[config.mk]
export PLATFORM = sky130hd
export DESIGN_NAME = demux8_stream
export DESIGN_NICKNAME = d
export VERILOG_FILES = /design/src/rtl/demux_pkg.sv /design/src/rtl/demux_slot.sv /design/src/rtl/demux8_stream.sv
export SDC_FILE = /design/constraint.sdc
export NUM_CORES = 1
export LEC_CHECK = 0
export ABC_AREA = 0
export BUFFER_PORTS_ARGS = -buffer_cell sky130_fd_sc_hd__buf_2
export CELL_PAD_IN_SITES_DETAIL_PLACEMENT = 0
export CELL_PAD_IN_SITES_GLOBAL_PLACEMENT = 2
export CORE_ASPECT_RATIO = 1.5
export CORE_MARGIN = 2
export CORE_UTILIZATION = 35
export CTS_CLUSTER_DIAMETER = 150
export DETAILED_ROUTE_END_ITERATION = 10
export GPL_ROUTABILITY_DRIVEN = 0
export PLACE_DENSITY_LB_ADDON = 0.25
export SLEW_MARGIN = 40
export SYNTH_ARGS = -nofsm -noshare
export SYNTH_HDL_FRONTEND = slang
export SYNTH_SLANG_ARGS = --single-unit
[constraint.sdc]
create_clock -name clk -period 10.38 [get_ports clk]
set_input_delay 0 -clock clk [delete_from_list [all_inputs] [get_ports clk]]
set_output_delay 0 -clock clk [all_outputs]
set_load 0.01 [all_outputs]
[src/rtl/demux_pkg.sv]
// Shared constants and slot state type for the 1-to-8 stream demultiplexer.
package demux_pkg;

    localparam int unsigned DEMUX_WAYS = 8;
    localparam int unsigned SEL_W      = 3;

    typedef enum logic {SLOT_EMPTY, SLOT_FULL} slot_state_t;

endpackage

[src/rtl/demux_slot.sv]
// One-entry holding slot: loads on load_i, empties on drain_i unless a load lands the same cycle.
module demux_slot
    import demux_pkg::*;
#(
    parameter int unsigned N = 32
) (
    input  logic         clk,
    input  logic         rst,
    input  logic         load_i,
    input  logic [N-1:0] load_data_i,
    input  logic         drain_i,
    output logic         valid_o,
    output logic [N-1:0] data_o
);

    slot_state_t  state_q;
    logic [N-1:0] data_q;

    always_ff @(posedge clk or posedge rst) begin
        if (rst) begin
            state_q <= SLOT_EMPTY;
            data_q  <= '0;
        end else begin
            if (load_i) begin
                data_q <= load_data_i;
            end
            unique case (state_q)
                SLOT_EMPTY: if (load_i) state_q <= SLOT_FULL;
                SLOT_FULL:  if (drain_i && !load_i) state_q <= SLOT_EMPTY;
                default:    state_q <= SLOT_EMPTY;
            endcase
        end
    end

    assign valid_o = (state_q == SLOT_FULL);
    assign data_o  = data_q;

endmodule

[src/rtl/demux8_stream.sv]
// Registered 1-to-8 valid/ready demultiplexer with per-destination holding slots and a
// saturating stall counter. Define DEMUX8_BROADCAST_EN to add the in_bcast broadcast input.
module demux8_stream
    import demux_pkg::*;
#(
    parameter int unsigned N       = 32,
    parameter int unsigned STALL_W = 16
) (
    input  logic                    clk,
    input  logic                    rst,
    input  logic                    in_valid,
    output logic                    in_ready,
    input  logic [N-1:0]            in_data,
    input  logic [SEL_W-1:0]        in_sel,
`ifdef DEMUX8_BROADCAST_EN
    input  logic                    in_bcast,
`endif
    output logic [DEMUX_WAYS-1:0]   out_valid,
    input  logic [DEMUX_WAYS-1:0]   out_ready,
    output logic [DEMUX_WAYS*N-1:0] out_data,
    output logic [STALL_W-1:0]      stall_count
);

    logic [DEMUX_WAYS-1:0] slot_ready;
    logic [DEMUX_WAYS-1:0] target;
    logic [DEMUX_WAYS-1:0] load;
    logic [STALL_W-1:0]    stall_d, stall_q;

    // A slot can take a beat if it is empty or is being drained this very cycle.
    assign slot_ready = ~out_valid | out_ready;

    always_comb begin
        target         = '0;
        target[in_sel] = 1'b1;
        in_ready       = slot_ready[in_sel];
`ifdef DEMUX8_BROADCAST_EN
        if (in_bcast) begin
            target   = '1;
            in_ready = &slot_ready;
        end
`endif
    end

    assign load = target & {DEMUX_WAYS{in_valid & in_ready}};

    for (genvar i = 0; i < DEMUX_WAYS; i++) begin : g_slot
        demux_slot #(
            .N (N)
        ) u_slot (
            .clk         (clk),
            .rst         (rst),
            .load_i      (load[i]),
            .load_data_i (in_data),
            .drain_i     (out_ready[i]),
            .valid_o     (out_valid[i]),
            .data_o      (out_data[i*N +: N])
        );
    end

    always_comb begin
        stall_d = stall_q;
        if (in_valid && !in_ready && (stall_q != {STALL_W{1'b1}})) begin
            stall_d = stall_q + 1'b1;
        end
    end

    always_ff @(posedge clk or posedge rst) begin
        if (rst) begin
            stall_q <= '0;
        end else begin
            stall_q <= stall_d;
        end
    end

    assign stall_count = stall_q;

endmodule

-- Yosys cells after proc, flatten, opt, wreduce, memory -nomap -nowiden
Cells that the tools add are included.
- bits in registers: 280
- input bits: 46
- output and inout port bits: 281
- logic and storage cells: 81
- $add $sub $neg: 1
- magnitude comparators: 2
- eq/ne operators: 1
- multiplexer cells: 28
- bitwise gates (word level): 12
- reduce and logical (&&, ||, !) cells: 20
- operators by type and width (kind ; count):
    1-bit two-way mux ; 18
    16-bit by 1-bit adder with 16-bit output (second input constant) ; 1
    16-bit != test (second input constant) ; 1
    1-bit case mux with 2 select lines ; 8
    1-bit logical AND ; 11
    1-bit logical NOT ; 9
    8-bit AND ; 1
    1-bit NOT ; 8
    8-bit NOT ; 1
    8-bit OR ; 1
    3-bit by 4-bit less-than comparator with 1-bit output (second input constant) ; 1
    1-bit binary-select mux with 3-bit select ; 1
    1-bit demux with 3-bit select ; 1
    3-bit by 1-bit >= comparator with 1-bit output (second input constant) ; 1
    1-bit AND ; 1

-- Depth between registers and ports, before layout
- depth in word-level cells: 10
- depth in mapped cells: 7
- gate-level depth less buffers: 6

-- Cells and area by module
A second synthesis with hierarchy kept.
- cells, all modules: 693
- area total of the unflattened synthesis: 12107.9 um^2
- by module, submodules not included (module ; instances ; cells each ; area an instance (um^2) ; seq. area each (um^2)):
    demux_slot ; 8 ; 72 ; 1381.3 ; 825.8
    demux8_stream ; 1 ; 117 ; 1057.3 ; 400.4

-- Worst setup path after synthesis
No wires, ideal clock.
- path type: register to register
- from: register stall_q[3], in the netlist stall_count[3]
- to: register stall_q[6], in the netlist stall_count[6]
- setup time: 0.126 ns
- arrival: 1.799 ns
- required time: 10.254 ns
- setup slack: 8.455 ns
- stages on the path, launching flop included: 7
- buffers on the path: 1
- clock period less this slack: 1.925 ns
- path through: dfrtp_1 > and4_1 > and4_1 > a21boi_1 > clkbuf_1 > nand4_1 > xnor2_1
- longest elaborated chain between the ends: 2
- elaborated cells on any way between the ends: 3
- classes of those cells: add/sub (1); eq/ne (1); reduce/logical (1)
- RTL lines (element ; line ; source):
    start: declaration ; demux8_stream.sv:27 ; logic [STALL_W-1:0] stall_d, stall_q;
    start signal: assignment ; demux8_stream.sv:71 ; stall_q <= stall_d;
    branches (longest 2 deep; another with 16-bit by 1-bit adder with 16-bit output) ; - ;
Several ways; the timed one is not identified.
A chain may end at the register's enable or synchronous reset.

-- Worst setup path after layout
- from: register g_slot[7].u_slot.state_q
- to: output port in_ready
- longest elaborated chain between the ends: 4
- RTL lines (element ; line ; source):
    start: declaration ; demux_slot.sv:16 ; slot_state_t state_q;
    start signal: assignment ; demux_slot.sv:21 ; state_q <= SLOT_EMPTY;
    start signal: assignment ; demux_slot.sv:28 ; SLOT_EMPTY: if (load_i) state_q <= SLOT_FULL;
    start signal: assignment ; demux_slot.sv:29 ; SLOT_FULL: if (drain_i && !load_i) state_q <= SLOT_EMPTY;
    8-bit NOT ; demux8_stream.sv:30 ; assign slot_ready = ~out_valid | out_ready;
    8-bit OR ; demux8_stream.sv:30 ;
    1-bit binary-select mux with 3-bit select ; demux8_stream.sv:35 ; in_ready = slot_ready[in_sel];
    1-bit two-way mux (not written as such) ; demux8_stream.sv:35 ;
    end: declaration ; demux8_stream.sv:12 ; output logic in_ready,
No other way between the ends. The select of a mux whose other input is x is not followed.

==> qor.json <==
{
  "critical_path": {
    "timing.setup.critical_path_class": "reg -> out",
    "critPathMaxFanout": 11,
    "endpoint_kind": "output port",
    "timing.critical_path.from_type": "flop",
    "wp_data_required_ns": 10.38,
    "cp_data_arrival_time_ns": 2.37
  },
  "clock_tree": {
    "clk_path_buf_depth": 3,
    "clock_sinks": 280,
    "numCtsBuffers": 28,
    "worstSkewPairLatency_ns": 0.55,
    "ctsRootBufferMaster": "clkbuf_16",
    "htree_num_levels": 1,
    "cts_repair_resize_count": 0,
    "worst_setup_hold_path_clk_slew_ns": 0.06,
    "clock_tree_from_tritoncts": "yes"
  },
  "floorplanning": {
    "design.die.area_mm2": 0.0321,
    "placementRows": 78,
    "floorplan.initialDensity_pct": 35.5,
    "design.portCount": 327,
    "core_region_area_mm2": 0.0303,
    "dieWidth_um": 147,
    "fp.dieH_um": 218
  },
  "logic_synthesis": {
    "syn_nets": 710,
    "yosysWarnings": 0,
    "netlist-cell-type-count": 27,
    "synth_sequential_area_ratio_pct": 65.3,
    "netlist_instances": 663,
    "synth_area_per_cell_um2": 16.2,
    "cell_area_after_synthesis_mm2": 0.0107,
    "flip_flop_and_latch_count_after_synthesis": 280
  },
  "drt": {
    "antenna_violating_nets_post_route": 0,
    "post_detailed_route_via_to_cell_ratio": 4.72,
    "detailedRoute.firstIterationViolations": 135,
    "detail_route.wirelength_um": 29000,
    "wl_per_cell_um": 19.9,
    "detailroute.wirelength.met2_um": 15200,
    "detail_route.drc_violations": 0,
    "top_layer_used": "met4",
    "met3_wirelength_um": 1850,
    "num_vias": 6868,
    "detail_route.first_pass.iterations": 4,
    "routedLengthMet1_um": 11200
  },
  "final_layout": {
    "sequential_cell_area_mm2": 0.00701,
    "synthToLayoutAreaGrowth_pct": 32.0,
    "final_nets": 1080,
    "antenna-diode-count": 0,
    "fillCellCount": 2806,
    "multi_input_comb_area_mm2": 0.00353,
    "layout-drive-gt1-share_pct": 61.5,
    "mostFrequentLayoutCells": "buf_2, dfrtp_1, mux2_2",
    "final_common_cell": "buf_2"
  },
  "grt": {
    "grt_start_max_net_pins": 93,
    "overflow": 0,
    "grt_antenna_before_repair": 0,
    "global_route_wire_length_before_repair_um": 43900,
    "first_global_vias": 7084,
    "grt_usage_pct": 17.8
  },
  "sta": {
    "fin_tns_setup_ns": 0,
    "fin_worst_skew_ns": 0.0148,
    "min_period_ns": 2.37,
    "rsz0062_at_grt": "no",
    "setup_slack_ns": 8.01,
    "fmax_ghz": 0.422,
    "max-slew-margin-rel_pct": 51.9,
    "worst_slew_pin_slew_ns": 0.722,
    "period_utilization_pct": 22.8,
    "timing.final.setup_violations": 0,
    "timing_hold_violations_final": 0,
    "finalMaxSlewViolations": 0
  },
  "flow_run": {
    "drv.max_cap_violation_count": 0
  },
  "power_and_ir_drop": {
    "cellLeakagePower_nw": 6.81,
    "power_density_mw_per_mm2": 231,
    "vdd_ir_drop_max_v": 0.000148
  },
  "placed_design": {
    "dp_hpwl_um": 19200,
    "place_ws_ns": 8.07,
    "portBuffers": 326
  },
  "outcome": {
    "run_status": "finished, final reports clean"
  },
  "min_path": {
    "worst_hold_path_type": "in -> async"
  }
}
[cell type report]
| class | count | area share [%] |
|---|---|---|
| Tap cell | 400 | 3.53 |
| Timing Repair Buffer | 377 | 15.0 |
| Sequential cell | 280 | 49.5 |
| Clock buffer | 45 | 6.18 |
| Inverter | 8 | 0.265 |
| Multi-Input combinational cell | 338 | 24.9 |
| Clock inverter | 6 | 0.565 |
[logic make-up (layout without fill, tap and decap cells)]
kind of cell               count (synthesis)  after routing  share of synthesized area, %
AOI/OAI and AO/OA                         11             11                          1.05
DFF                                      280            280                          65.3
xor gates and xnor gates                  15             15                          1.22
buffers and inverters                     45            436                          2.25
and+or+nand+nor                           54             54                          3.07
muxes                                    257            257                          27.0
adders and majority gates                  1              1                         0.117
[registers in the layout, summed over array words and instances, names as in the netlist]
name                   flops
stall_count               16
g_slot.u_slot.data_o     256
g_slot.u_slot.valid_o      8
[power by group]
part / switching (mW) / internal [mW]
logic: 0.395 / 0.375
registers: 0.119 / 1.34
clock network: 0.418 / 0.623
total: 0.931 / 2.34
[per-stage QoR]
stage | hold WS, ns | util, % | cells | power [mW] | area (um^2)
after floorplan | 0.0964 | - | 663 | 1.87 | 10700
after CTS | 0.0594 | 46.8 | 1454 | 3.33 | 14200
after global placement | 0.159 | 42.1 | 1360 | 2.24 | 12700
after detailed placement | 0.156 | 42.2 | 1361 | 2.25 | 12800
final | 0.0817 | 46.8 | 1454 | 3.27 | 14200
after global routing | 0.106 | 46.8 | 1454 | 3.44 | 14200
[critical path: stages, from the launching register on]
cell and delay, ns:
dfrtp_1 0.33, nor2b_1 0.29, a21oi_1 0.17, a2111oi_4 0.56, buf_4 0.27, inv_1 0.05, buf_2 0.13
[worst paths after layout]
| kind | cells after the start | slack [ns] | endpoint | start |
|---|---|---|---|---|
| max | 6 | 8.01 | in_ready | g_slot[7].u_slot.valid_o |
| min | 3 | 0.08 | g_slot[4].u_slot.data_o[27] | rst |
| max reg2reg | 4 | 8.11 | g_slot[1].u_slot.data_o[13] | g_slot[0].u_slot.valid_o |
| min reg2reg | 1 | 0.50 | g_slot[4].u_slot.data_o[0] | g_slot[4].u_slot.data_o[0] |
| max in group asynchronous | 5 | 8.73 | g_slot[7].u_slot.data_o[8] | rst |
| min in group clk | 5 | 0.09 | g_slot[4].u_slot.valid_o | in_sel[1] |
[per-layer routing]
| layer | up-vias | GRT usage [%] |
|---|---|---|
| met3 | 40 | 4.38 |
| met2 | 204 | 31.8 |
| li1 | 3087 | - |
| met1 | 3537 | 21.1 |
| met4 | 0 | 5.58 |
| met5 | - | 0 |
[synthesized netlist by cell type (all sizes together)]
cell type  count  area, um^2
a21oi          1        5.00
ha             1        12.5
a21boi         1        7.51
nor3b          2        15.0
mux2         257        2890
clkbuf         2        7.51
o311a          2        20.0
nor2b          5        31.3
nand4         13        81.3
nor2           2        7.51
nand3          7        35.0
inv            8        30.0
o21ai          5        25.0
and4           4        35.0
nand2          5        21.3
and3           8        50.1
xnor2         15         131
dfrtp        280        7010
a2111oi        2        55.1
buf           35         204
nand3b         2        15.0
nand2b         3        18.8
and2           3        18.8
[what timing repair did]
action                    in CTS  in global routing
hold buffers                  42                  0
buffers inserted               0                  0
hold endpoints to repair     354                  0
(Power assumes the default switching activity.)
